<file path="src/rtl/ntt_pkg.sv">
// Shared types and modular helpers for the streaming NTT core.
package ntt_pkg;

    typedef enum logic [2:0] {
        ST_INIT,
        ST_IDLE,
        ST_LOAD,
        ST_COMPUTE,
        ST_SCALE,
        ST_UNLOAD
    } state_t;

    function automatic logic [31:0] bitrev(input logic [31:0] i, input int logn);
        logic [31:0] r;
        r = '0;
        for (int k = 0; k < logn; k++) r[logn-1-k] = i[k];
        return r;
    endfunction

    // Operands are already in [0, q), so one conditional correction suffices.
    function automatic logic [31:0] mod_add(input logic [31:0] a, input logic [31:0] b,
                                            input logic [31:0] q);
        logic [32:0] s;
        s = {1'b0, a} + {1'b0, b};
        if (s >= {1'b0, q}) s = s - {1'b0, q};
        return s[31:0];
    endfunction

    function automatic logic [31:0] mod_sub(input logic [31:0] a, input logic [31:0] b,
                                            input logic [31:0] q);
        return (a >= b) ? (a - b) : (a + q - b);
    endfunction

endpackage

</file>
<file path="src/rtl/ntt_stream_core_if.sv">
// Coefficient stream in/out bundle for ntt_stream_core.
interface ntt_stream_if #(parameter int W = 5);
    logic         mode;
    logic         in_valid;
    logic [W-1:0] in_data;
    logic         in_ready;
    logic         out_valid;
    logic [W-1:0] out_data;
    logic         out_last;
    logic         out_ready;

    modport slave (
        input  mode, in_valid, in_data, out_ready,
        output in_ready, out_valid, out_data, out_last
    );

    modport master (
        output mode, in_valid, in_data, out_ready,
        input  in_ready, out_valid, out_data, out_last
    );
endinterface

</file>
<file path="src/rtl/ntt_stream_core_butterfly.sv">
// Registered mod-Q multiply followed by combinational mod add/sub (1-cycle latency).
module ntt_butterfly
    import ntt_pkg::*;
#(
    parameter int Q = 17,
    parameter int W = 5
) (
    input  logic         clk,
    input  logic         reset,
    input  logic [W-1:0] a,
    input  logic [W-1:0] b,
    input  logic [W-1:0] w,
    output logic [W-1:0] t,
    output logic [W-1:0] sum,
    output logic [W-1:0] diff
);
    localparam int P = 2 * W;

    logic [W-1:0] a_r, t_r;

    always_ff @(posedge clk) begin
        if (reset) begin
            a_r <= '0;
            t_r <= '0;
        end else begin
            a_r <= a;
            t_r <= W'((P'(b) * P'(w)) % P'(Q));
        end
    end

    assign t    = t_r;
    assign sum  = W'(mod_add(32'(a_r), 32'(t_r), 32'(Q)));
    assign diff = W'(mod_sub(32'(a_r), 32'(t_r), 32'(Q)));
endmodule

</file>
<file path="src/rtl/ntt_stream_core.sv">
// Iterative radix-2 DIT NTT: streamed bit-reversed load, one butterfly/cycle, natural unload.
// Optional inverse transform enabled by defining NTT_STREAM_INVERSE_EN.
module ntt_stream_core
    import ntt_pkg::*;
#(
    parameter int Q         = 17,
    parameter int N         = 8,
    parameter int OMEGA     = 2,
    parameter int OMEGA_INV = 9,
    parameter int N_INV     = 15,
    parameter int W         = $clog2(Q),
    parameter int LOGN      = $clog2(N)
) (
    input  logic         clk,
    input  logic         reset,
    ntt_stream_if.slave  s,
    output logic         busy
);
    localparam int CW = LOGN + 1;

    state_t state, state_n;

    logic [N-1:0][W-1:0]   mem;
    logic [N/2-1:0][W-1:0] tw;
    logic [CW-1:0]         cnt;
    logic [LOGN-1:0]       stg;
    logic [LOGN-2:0]       bfi;
    logic                  drain;
    logic                  mode_r;
    logic                  wb_vld;
    logic [LOGN-1:0]       wb_lo, wb_hi;

    logic [W-1:0] bf_a, bf_b, bf_w, bf_t, bf_sum, bf_diff;
    logic [W-1:0] rd_lo, rd_hi, in_red;
    logic [LOGN-1:0] lo, hi;
    logic [LOGN-2:0] tw_idx;
    logic in_ready_c, out_valid_c, in_hs, out_hs;

`ifdef NTT_STREAM_INVERSE_EN
    logic [N/2-1:0][W-1:0] twi;
    logic [W-1:0] bfi_t, bfi_b;
    logic [W-1:0] bfi_sum, bfi_diff;
    logic inv_sel;
    assign inv_sel = mode_r;
`endif

    ntt_butterfly #(.Q(Q), .W(W)) u_bf (
        .clk(clk), .reset(reset), .a(bf_a), .b(bf_b), .w(bf_w),
        .t(bf_t), .sum(bf_sum), .diff(bf_diff)
    );

`ifdef NTT_STREAM_INVERSE_EN
    // Second multiplier only grows the inverse twiddle table during INIT.
    assign bfi_b = (cnt == '0) ? W'(1) : bfi_t;
    ntt_butterfly #(.Q(Q), .W(W)) u_bf_inv (
        .clk(clk), .reset(reset), .a('0), .b(bfi_b), .w(W'(OMEGA_INV)),
        .t(bfi_t), .sum(bfi_sum), .diff(bfi_diff)
    );
`endif

    assign in_ready_c  = (state == ST_IDLE) || (state == ST_LOAD);
    assign out_valid_c = (state == ST_UNLOAD);
    assign in_hs       = in_ready_c & s.in_valid;
    assign out_hs      = out_valid_c & s.out_ready;
    assign in_red      = (s.in_data >= W'(Q)) ? (s.in_data - W'(Q)) : s.in_data;

    assign s.in_ready  = in_ready_c;
    assign s.out_valid = out_valid_c;
    assign s.out_data  = out_valid_c ? mem[cnt[LOGN-1:0]] : '0;
    assign s.out_last  = out_valid_c && (cnt == CW'(N-1));
    assign busy        = (state != ST_IDLE);

    always_ff @(posedge clk) begin
        if (reset) state <= ST_INIT;
        else       state <= state_n;
    end

    always_comb begin
        state_n = state;
        case (state)
            ST_INIT:    if (cnt == CW'(N/2-1)) state_n = ST_IDLE;
            ST_IDLE:    if (in_hs) state_n = ST_LOAD;
            ST_LOAD:    if (in_hs && cnt == CW'(N-1)) state_n = ST_COMPUTE;
            ST_COMPUTE: if (drain && cnt == CW'(1)) begin
`ifdef NTT_STREAM_INVERSE_EN
                state_n = inv_sel ? ST_SCALE : ST_UNLOAD;
`else
                state_n = ST_UNLOAD;
`endif
            end
            ST_SCALE:   if (cnt == CW'(N-1)) state_n = ST_UNLOAD;
            ST_UNLOAD:  if (out_hs && cnt == CW'(N-1)) state_n = ST_IDLE;
            default:    state_n = ST_INIT;
        endcase
    end

    // Pair addressing for butterfly bfi of stage stg.
    always_comb begin
        logic [31:0] j, l;
        j      = 32'(bfi) & ((32'd1 << stg) - 32'd1);
        l      = ((32'(bfi) >> stg) << (stg + 1)) | j;
        lo     = LOGN'(l);
        hi     = LOGN'(l | (32'd1 << stg));
        tw_idx = (LOGN-1)'(j << (LOGN - 1 - int'(stg)));
    end

    // The previous butterfly's results are still in flight; forward them.
    always_comb begin
        rd_lo = mem[lo];
        rd_hi = mem[hi];
        if (wb_vld && wb_lo == lo)      rd_lo = bf_sum;
        else if (wb_vld && wb_hi == lo) rd_lo = bf_diff;
        if (wb_vld && wb_lo == hi)      rd_hi = bf_sum;
        else if (wb_vld && wb_hi == hi) rd_hi = bf_diff;
    end

    always_comb begin
        bf_a = '0;
        bf_b = '0;
        bf_w = '0;
        case (state)
            ST_INIT: begin
                bf_b = (cnt == '0) ? W'(1) : bf_t;
                bf_w = W'(OMEGA);
            end
            ST_COMPUTE: begin
                if (!drain) begin
                    bf_a = rd_lo;
                    bf_b = rd_hi;
                    bf_w = tw[tw_idx];
`ifdef NTT_STREAM_INVERSE_EN
                    if (inv_sel) bf_w = twi[tw_idx];
                end else begin
                    // Prime the scale pipe so SCALE writes one coefficient per cycle.
                    bf_b = mem[0];
                    bf_w = W'(N_INV);
`endif
                end
            end
`ifdef NTT_STREAM_INVERSE_EN
            ST_SCALE: begin
                bf_b = mem[LOGN'(cnt + CW'(1))];
                bf_w = W'(N_INV);
            end
`endif
            default: ;
        endcase
    end

    always_ff @(posedge clk) begin
        if (reset) begin
            cnt    <= '0;
            stg    <= '0;
            bfi    <= '0;
            drain  <= 1'b0;
            mode_r <= 1'b0;
            wb_vld <= 1'b0;
            wb_lo  <= '0;
            wb_hi  <= '0;
        end else begin
            wb_vld <= 1'b0;
            if (wb_vld) begin
                mem[wb_lo] <= bf_sum;
                mem[wb_hi] <= bf_diff;
            end
            case (state)
                ST_INIT: begin
                    tw[cnt[LOGN-2:0]] <= (cnt == '0) ? W'(1) : bf_t;
`ifdef NTT_STREAM_INVERSE_EN
                    twi[cnt[LOGN-2:0]] <= bfi_b;
`endif
                    cnt <= (cnt == CW'(N/2-1)) ? '0 : cnt + CW'(1);
                end
                ST_IDLE: begin
                    stg   <= '0;
                    bfi   <= '0;
                    drain <= 1'b0;
                    if (in_hs) begin
                        mem[0] <= in_red;
                        mode_r <= s.mode;
                        cnt    <= CW'(1);
                    end
                end
                ST_LOAD: if (in_hs) begin
                    mem[LOGN'(bitrev(32'(cnt), LOGN))] <= in_red;
                    cnt <= (cnt == CW'(N-1)) ? '0 : cnt + CW'(1);
                end
                ST_COMPUTE: begin
                    if (!drain) begin
                        wb_vld <= 1'b1;
                        wb_lo  <= lo;
                        wb_hi  <= hi;
                        if (bfi == (LOGN-1)'(N/2-1)) begin
                            bfi <= '0;
                            if (stg == LOGN'(LOGN-1)) drain <= 1'b1;
                            else                      stg   <= stg + LOGN'(1);
                        end else begin
                            bfi <= bfi + (LOGN-1)'(1);
                        end
                    end else if (cnt == CW'(1)) begin
                        cnt   <= '0;
                        drain <= 1'b0;
                    end else begin
                        cnt <= cnt + CW'(1);
                    end
                end
                ST_SCALE: begin
                    mem[cnt[LOGN-1:0]] <= bf_t;
                    cnt <= (cnt == CW'(N-1)) ? '0 : cnt + CW'(1);
                end
                ST_UNLOAD: if (out_hs) cnt <= (cnt == CW'(N-1)) ? '0 : cnt + CW'(1);
                default: ;
            endcase
        end
    end
endmodule

</file>
<file path="src/flat_wrapper.sv">
// flat-port wrapper written by rule: the top's interface ports become plain ports
module ntt_stream_core_flat import ntt_pkg::*;
#(
    parameter int Q         = 17,
    parameter int N         = 8,
    parameter int OMEGA     = 2,
    parameter int OMEGA_INV = 9,
    parameter int N_INV     = 15,
    parameter int W         = $clog2(Q),
    parameter int LOGN      = $clog2(N)
)
  (clk, reset, busy, s_mode, s_in_valid, s_in_data, s_out_ready, s_in_ready, s_out_valid, s_out_data, s_out_last);
  ntt_stream_if #(.W(W)) s_i ();
  input  logic clk;
  input  logic reset;
  output logic busy;
  input wire logic [$bits(s_i.mode)-1:0] s_mode;
  input wire logic [$bits(s_i.in_valid)-1:0] s_in_valid;
  input wire logic [$bits(s_i.in_data)-1:0] s_in_data;
  input wire logic [$bits(s_i.out_ready)-1:0] s_out_ready;
  output wire logic [$bits(s_i.in_ready)-1:0] s_in_ready;
  output wire logic [$bits(s_i.out_valid)-1:0] s_out_valid;
  output wire logic [$bits(s_i.out_data)-1:0] s_out_data;
  output wire logic [$bits(s_i.out_last)-1:0] s_out_last;
  assign s_i.mode = s_mode;
  assign s_i.in_valid = s_in_valid;
  assign s_i.in_data = s_in_data;
  assign s_i.out_ready = s_out_ready;
  assign s_in_ready = s_i.in_ready;
  assign s_out_valid = s_i.out_valid;
  assign s_out_data = s_i.out_data;
  assign s_out_last = s_i.out_last;
  ntt_stream_core #(.Q(Q), .N(N), .OMEGA(OMEGA), .OMEGA_INV(OMEGA_INV), .N_INV(N_INV), .W(W), .LOGN(LOGN)) u_core (.clk(clk), .reset(reset), .s(s_i), .busy(busy));
endmodule
</file>
<file path="config.mk">
export PLATFORM = sky130hd
export DESIGN_NAME = ntt_stream_core_flat
export DESIGN_NICKNAME = d
export VERILOG_FILES = /design/src/rtl/ntt_pkg.sv /design/src/rtl/ntt_stream_core_if.sv /design/src/rtl/ntt_stream_core_butterfly.sv /design/src/rtl/ntt_stream_core.sv /design/src/flat_wrapper.sv
export SDC_FILE = /design/constraint.sdc
export NUM_CORES = 1
export LEC_CHECK = 0
export BUFFER_PORTS_ARGS = -buffer_cell sky130_fd_sc_hd__buf_2
export CAP_MARGIN = 20
export CORE_MARGIN = 5
export CORE_UTILIZATION = 59
export CTS_CLUSTER_SIZE = 10
export DETAILED_ROUTE_END_ITERATION = 7
export PLACE_DENSITY = 0.81
export SETUP_SLACK_MARGIN = 0.02
export SYNTH_ARGS = -nofsm -noshare
export SYNTH_HDL_FRONTEND = slang
export SYNTH_SLANG_ARGS = --single-unit
export TNS_END_PERCENT = 50
</file>
<file path="constraint.sdc">
create_clock -name clk -period 9.4 [get_ports clk]
set_input_delay 2.35 -clock clk [delete_from_list [all_inputs] [get_ports clk]]
set_output_delay 2.35 -clock clk [all_outputs]
set_load 0.02 [all_outputs]
</file>
# After elaboration in Yosys (flattened, before gate mapping)
# Cells that the tools add are included.
[totals]
in_bits = 10
output_inout_bits = 9
regBits = 90
[op_classes]
bitwise = 8
muxes = 70
eq_ne = 27
div_mod_pow = 1
magnitude_cmp = 16
shifts = 4
reduce_logical = 26
addsub = 12
mul = 1
[op_table]
columns = ["op", "n"]
rows = [
  ["$bwmux W40", 4],
  ["$mux W40", 3],
  ["$mux W5", 21],
  ["$pmux W35 S2", 1],
  ["$demux W5 S3", 4],
  ["$bmux W5 S3", 3],
  ["$and A2 B32 Y32", 1],
  ["$shl A1 B3 Y32 const A", 1],
  ["$shl A32 B32 Y2", 1],
  ["$shl A32 B32 Y3", 1],
  ["$shr A2 B3 Y32", 1],
  ["$sub A32 B1 Y32 const B", 1],
  ["$mux W4", 7],
  ["$mux W3", 9],
  ["$lt A3 B4 Y1 const B", 6],
  ["$pmux W4 S6", 1],
  ["$bwmux W20", 1],
  ["$pmux W5 S2", 2],
  ["$pmux W3 S6", 1],
  ["$pmux W5 S3", 1],
  ["$ne A2 B1 Y1 const B", 7],
  ["$logic_and A1 B1 Y1", 13],
  ["$eq A3 B3 Y1", 4],
  ["$ge A3 B1 Y1 const B", 4],
  ["other kinds (46)", 67],
]

# Longest topological paths before layout
[logic_depth]
ltp_word = 13
mapped_depth = 43
depth_no_buf = 40

# Modules after synthesis
# From an unflattened synthesis, not the netlist that was laid out.
[hier_totals]
cells_unflattened = 1286
hier_area_um2 = 10267.3
[by_module_without_submodules]
columns = ["module", "n_inst", "area_per_inst_um2", "cells_each", "seq_area_each_um2"]
rows = [
  ["ntt_stream_core", 1, 7078.0, 889, 2202.1],
  ["ntt_butterfly", 1, 3189.3, 397, 200.2],
]

# Worst setup path after synthesis
# OpenSTA, ideal clock, no wires.
[synth_path]
path_type = "reg2reg"
from = "register u_core.stg[0]"
to = "register u_core.u_bf.t_r[1] (netlist: u_core.u_bf.t[1])"
slack_ps = 59
setup_time_ps = 103
required_ps = 9297
path_stages_with_launch = 36
path_buffers = 1
arrival_time_ps = 9238
cell_sequence = "dfxtp_1 -> ha_1 -> or3b_2 -> or4_1 -> nand2_1 -> xor2_1 -> nor4_2 -> nand2b_1 -> o21a_1 -> or2_2 -> fa_1 -> inv_1 -> fa_1 -> fa_1 -> ha_1 -> a21oi_1 -> and3_1 -> o211ai_2 -> nor3_4 -> nor4_1 -> or4_1 -> buf_4 -> a2111oi_4 -> a21oi_2 -> nor2_1 -> ha_1 -> nand2_1 -> nand2_1 -> o22ai_1 -> a221o_1 -> or2_2 -> ha_1 -> nand2b_1 -> a211oi_2 -> mux2i_1 -> a2111oi_2"
[synth_between]
elab_chain_len = 13
word_cells_on_any_way = 26
classes_between = "add/sub: 3; mul: 1; div: 1; eq/ne: 2; shift: 4; mux: 10; bitwise: 3; reduce/logical: 2"
[synth_lines]
columns = ["element", "line_no", "rtl"]
rows = [
  ["start, declared", "ntt_stream_core.sv:26", "logic [LOGN-1:0] stg;"],
  ["start signal, assigned", "ntt_stream_core.sv:196", "else stg <= stg + LOGN'(1);"],
  ["parallel branches: the longest is 11 deep, another holds $sub A32 B1 Y32", "--", ""],
  ["$mul A5 B5 Y10 *", "ntt_stream_core_butterfly.sv:27", "t_r <= W'((P'(b) * P'(w)) % P'(Q));"],
  ["$mod A10 B5 Y10 *", "ntt_stream_core_butterfly.sv:27", ""],
  ["end signal, assigned", "ntt_stream_core_butterfly.sv:27", ""],
  ["end, declared", "ntt_stream_core_butterfly.sv:19", "logic [W-1:0] a_r, t_r;"],
]
# Mark *: on every way between the ends. The select of a mux whose other input is x is not followed.
# A chain may end at the register's enable or synchronous reset.

# Final worst setup path
[layout_path]
from = "register u_core.stg[1]"
to = "register u_core.u_bf.t_r[1] (netlist: u_core.u_bf.t[1])"
# The elaborated chain is that of the path after synthesis.

==> flow_summary.yaml <==
final_layout:
  drive_gt1_share_pct: 15.7
  final_util_pct: 67.0
  syn_to_final_growth_pct: 12.4
  nNetsFinal: 1420
  nFillCells: 1333
  antenna_cells: 0
grt:
  antenna_found_initial: 0
  grt_max_degree: 48
  grt_pass1_vias: 10017
  grt_pass1_wl_um: 51600
  grt_util_all_layers_pct: 31.5
  grt-ovfl-total: 0
setup_path:
  reg2reg_from: "u_core.stg[1]"
  cp_max_fo: 8
  cp.arrival_ps: 9410
  startpoint: "u_core.stg[1]"
  cp_slowest_cell: "fa_1"
  critPathMaxStageDelay_ps: 580
  path_class: "flop to flop"
  crit_path_frequent_cell: "mux2i_1"
  required_ps: 9650
  critPathCaptureType: "flop"
  start_kind: "flop"
timing:
  slew_headroom_pct: 17.3
  setup_viol: 0
  fin_skew_ps: 6.66
  timing_hold_violations_final: 0
  fin_crit_sh_pct: 97.5
  finalCriticalPeriod_ps: 9160
  drv_slew: 0
  tightest_slew_ps: 1230
  fmax_mhz: 109
clocking:
  clk_pin_slew_ps: 70
  cts_tree: "done"
  cts-root-buf: "clkbuf_16"
  ctsHoldBuffers: 0
  clk_latency_ps: 360
  clock_path_buffers: 2
  h-tree-depth: 3
  clock-sinks: 90
  cts_buffers: 9
route:
  firstDrtPassIters: 7
  drt-total-wl_um: 33500
  vias: 10963
  vias_per_cell: 6.97
  ant_nets: 0
  wl_per_cell_um: 21.3
  dr.first_iter.drc_count: 1439
  drc: 0
synthesis:
  synth_edf_count: 60
  synth_nets: 1392
  ys_ff_latch: 90
  postSynthAreaPerCell_um2: 7.76
  synth_cell_types: 88
  syn_inst: 1316
  syn_area_um2: 10200
  ys_warn_count: 0
  synth_ff_type: "edfxtp_1"
  synth-seq-area-share_pct: 23.5
  synthArstFlopShare_pct: 0
power_and_ir_drop:
  powerDensity_nw_per_um2: 159
  power.total_mw: 1.83
  leakage_nw: 4.50
  vdd_ir_drop_max_mv: 0.120
floorplanning:
  fp.dieW_um: 142
  die_area_um2: 20000
  initial_core_util_pct: 59.6
  core-area_um2: 17100
  die_y_um: 142
  ios: 19
  row_count: 48
status:
  outcome: "completed"
placement:
  finalWeightedCongestion: 1.03
  dp_hpwl_um: 23400
  io_buffers: 17
min_path:
  min_from: "u_core.cnt[3]"
  hp-class: "flop to flop"
job:
  timing.max_cap.violations: 0
==> cell usage in the layout, fill, tap and decap left out, drive strengths merged, types with 8 or more instances in the layout <==
cell,instances
nand2,168
nor2,116
a21oi,107
buf,89
o21ai,84
inv,62
edfxtp,60
ha,52
nand3,51
a211oi,42
o22ai,38
mux2i,37
o211ai,37
a22oi,33
nor3,33
nor2b,31
dfxtp,30
o221ai,22
xnor2,19
a22o,16
xor2,15
fa,14
a21o,13
and2,12
nand2b,12
clkbuf,9
or3,9
or2,9
mux4,8
nor4,8
and3,8
==> routing by layer <==
metal	vias up	routed length, µm	GRT usage [%]
met1	5029	12600	41.1
met5	-	0	0
met3	147	3880	5.39
met2	795	15400	50.9
li1	4992	-	-
met4	0	1590	14.6
==> registers in the layout (all words and copies together), names as in the netlist <==
signal / count
u_core.mem: 40
u_core.tw: 20
u_core.u_bf.a_r: 5
u_core.u_bf.t: 5
u_core.cnt: 4
u_core.state: 3
u_core.stg: 3
u_core.wb_hi: 3
u_core.wb_lo: 3
u_core.bfi: 2
u_core.drain: 1
u_core.wb_vld: 1
==> logic make-up after synthesis <==
family	share of synthesized area (%)
AO/OA/AOI/OAI	30.4
XOR/XNOR	2.92
adder cells (fa/ha/maj)	9.12
buffers and inverters	5.11
flip-flops	23.5
multiplexers	6.17
AND/OR/NAND/NOR	22.7
==> power by group <==
group,internal [mW],switching (mW)
logic,0.351,0.554
clock network,0.188,0.184
registers,0.496,0.0539
total,1.04,0.792
==> final timing paths <==
| kind | end | slack (ps) | cells after the start |
|---|---|---|---|
| worst max register to register | u_core.u_bf.t[1] | 240 | 35 |
| worst max-delay path | u_core.u_bf.t[1] | 240 | 35 |
| worst min-delay path | u_core.cnt[3] | 520 | 2 |
| worst min register to register | u_core.cnt[3] | 520 | 2 |
==> synthesized netlist by cell type (9+ instances only) <==
master,count,area (µm²)
nand2_1,168,631
nor2_1,116,435
a21oi_1,103,515
o21ai_0,80,400
edfxtp_1,60,1800
clkbuf_1,58,218
inv_1,57,214
ha_1,52,651
nand3_1,51,255
a211oi_1,39,293
o22ai_1,38,238
mux2i_1,37,370
o211ai_1,35,263
a22oi_1,33,248
nor2b_1,31,194
nor3_1,31,155
dfxtp_1,30,601
o221ai_1,22,193
xnor2_1,19,166
a22o_1,16,140
xor2_1,15,131
fa_1,14,280
a21o_1,13,97.6
nand2b_1,12,75.1
and2_1,11,68.8
or2_2,9,56.3
or3_1,9,56.3
==> what timing repair did <==
item,4_1_cts,5_1_grt
pin swaps,0,16
gates resized for setup,4,76
setup buffers,1,8
endpoints found under the setup margin,2,5
==> metrics by stage <==
| stage | instance area, µm² | setup TNS, ps | worst slack, ps | hold WS, ps | cells |
|---|---|---|---|---|---|
| after global placement | 10800 | 0 | 59.9 | 499 | 1549 |
| after CTS | 11100 | 0 | 23.7 | 516 | 1566 |
| after detailed placement | 10800 | -60.6 | -60.6 | 506 | 1549 |
| after global routing | 11500 | -1020 | -328 | 563 | 1574 |
| after floorplan | 10200 | 0 | 58.5 | 471 | 1316 |
| final | 11500 | 0 | 240 | 520 | 1574 |
==> area by class of cell <==
cell class / count / area (µm²) / area share (%)
multi-input combinational: 1094 / 7620 / 66.4
clock inverter: 7 / 68.8 / 0.600
inverter: 60 / 225 / 1.96
timing repair buffer: 89 / 653 / 5.69
sequential: 90 / 2400 / 20.9
tap: 225 / 282 / 2.45
clock buffer: 9 / 225 / 1.96
==> worst max-delay path, delay by kind of cell, from the launching register on <==
family	cells	cell delay, ps
compound gates	9	1710
fa+ha+maj	6	2410
buf+inv	3	370
flops	1	360
mux	4	590
simple gates	13	3610
Power figures use the tool's default switching activity.
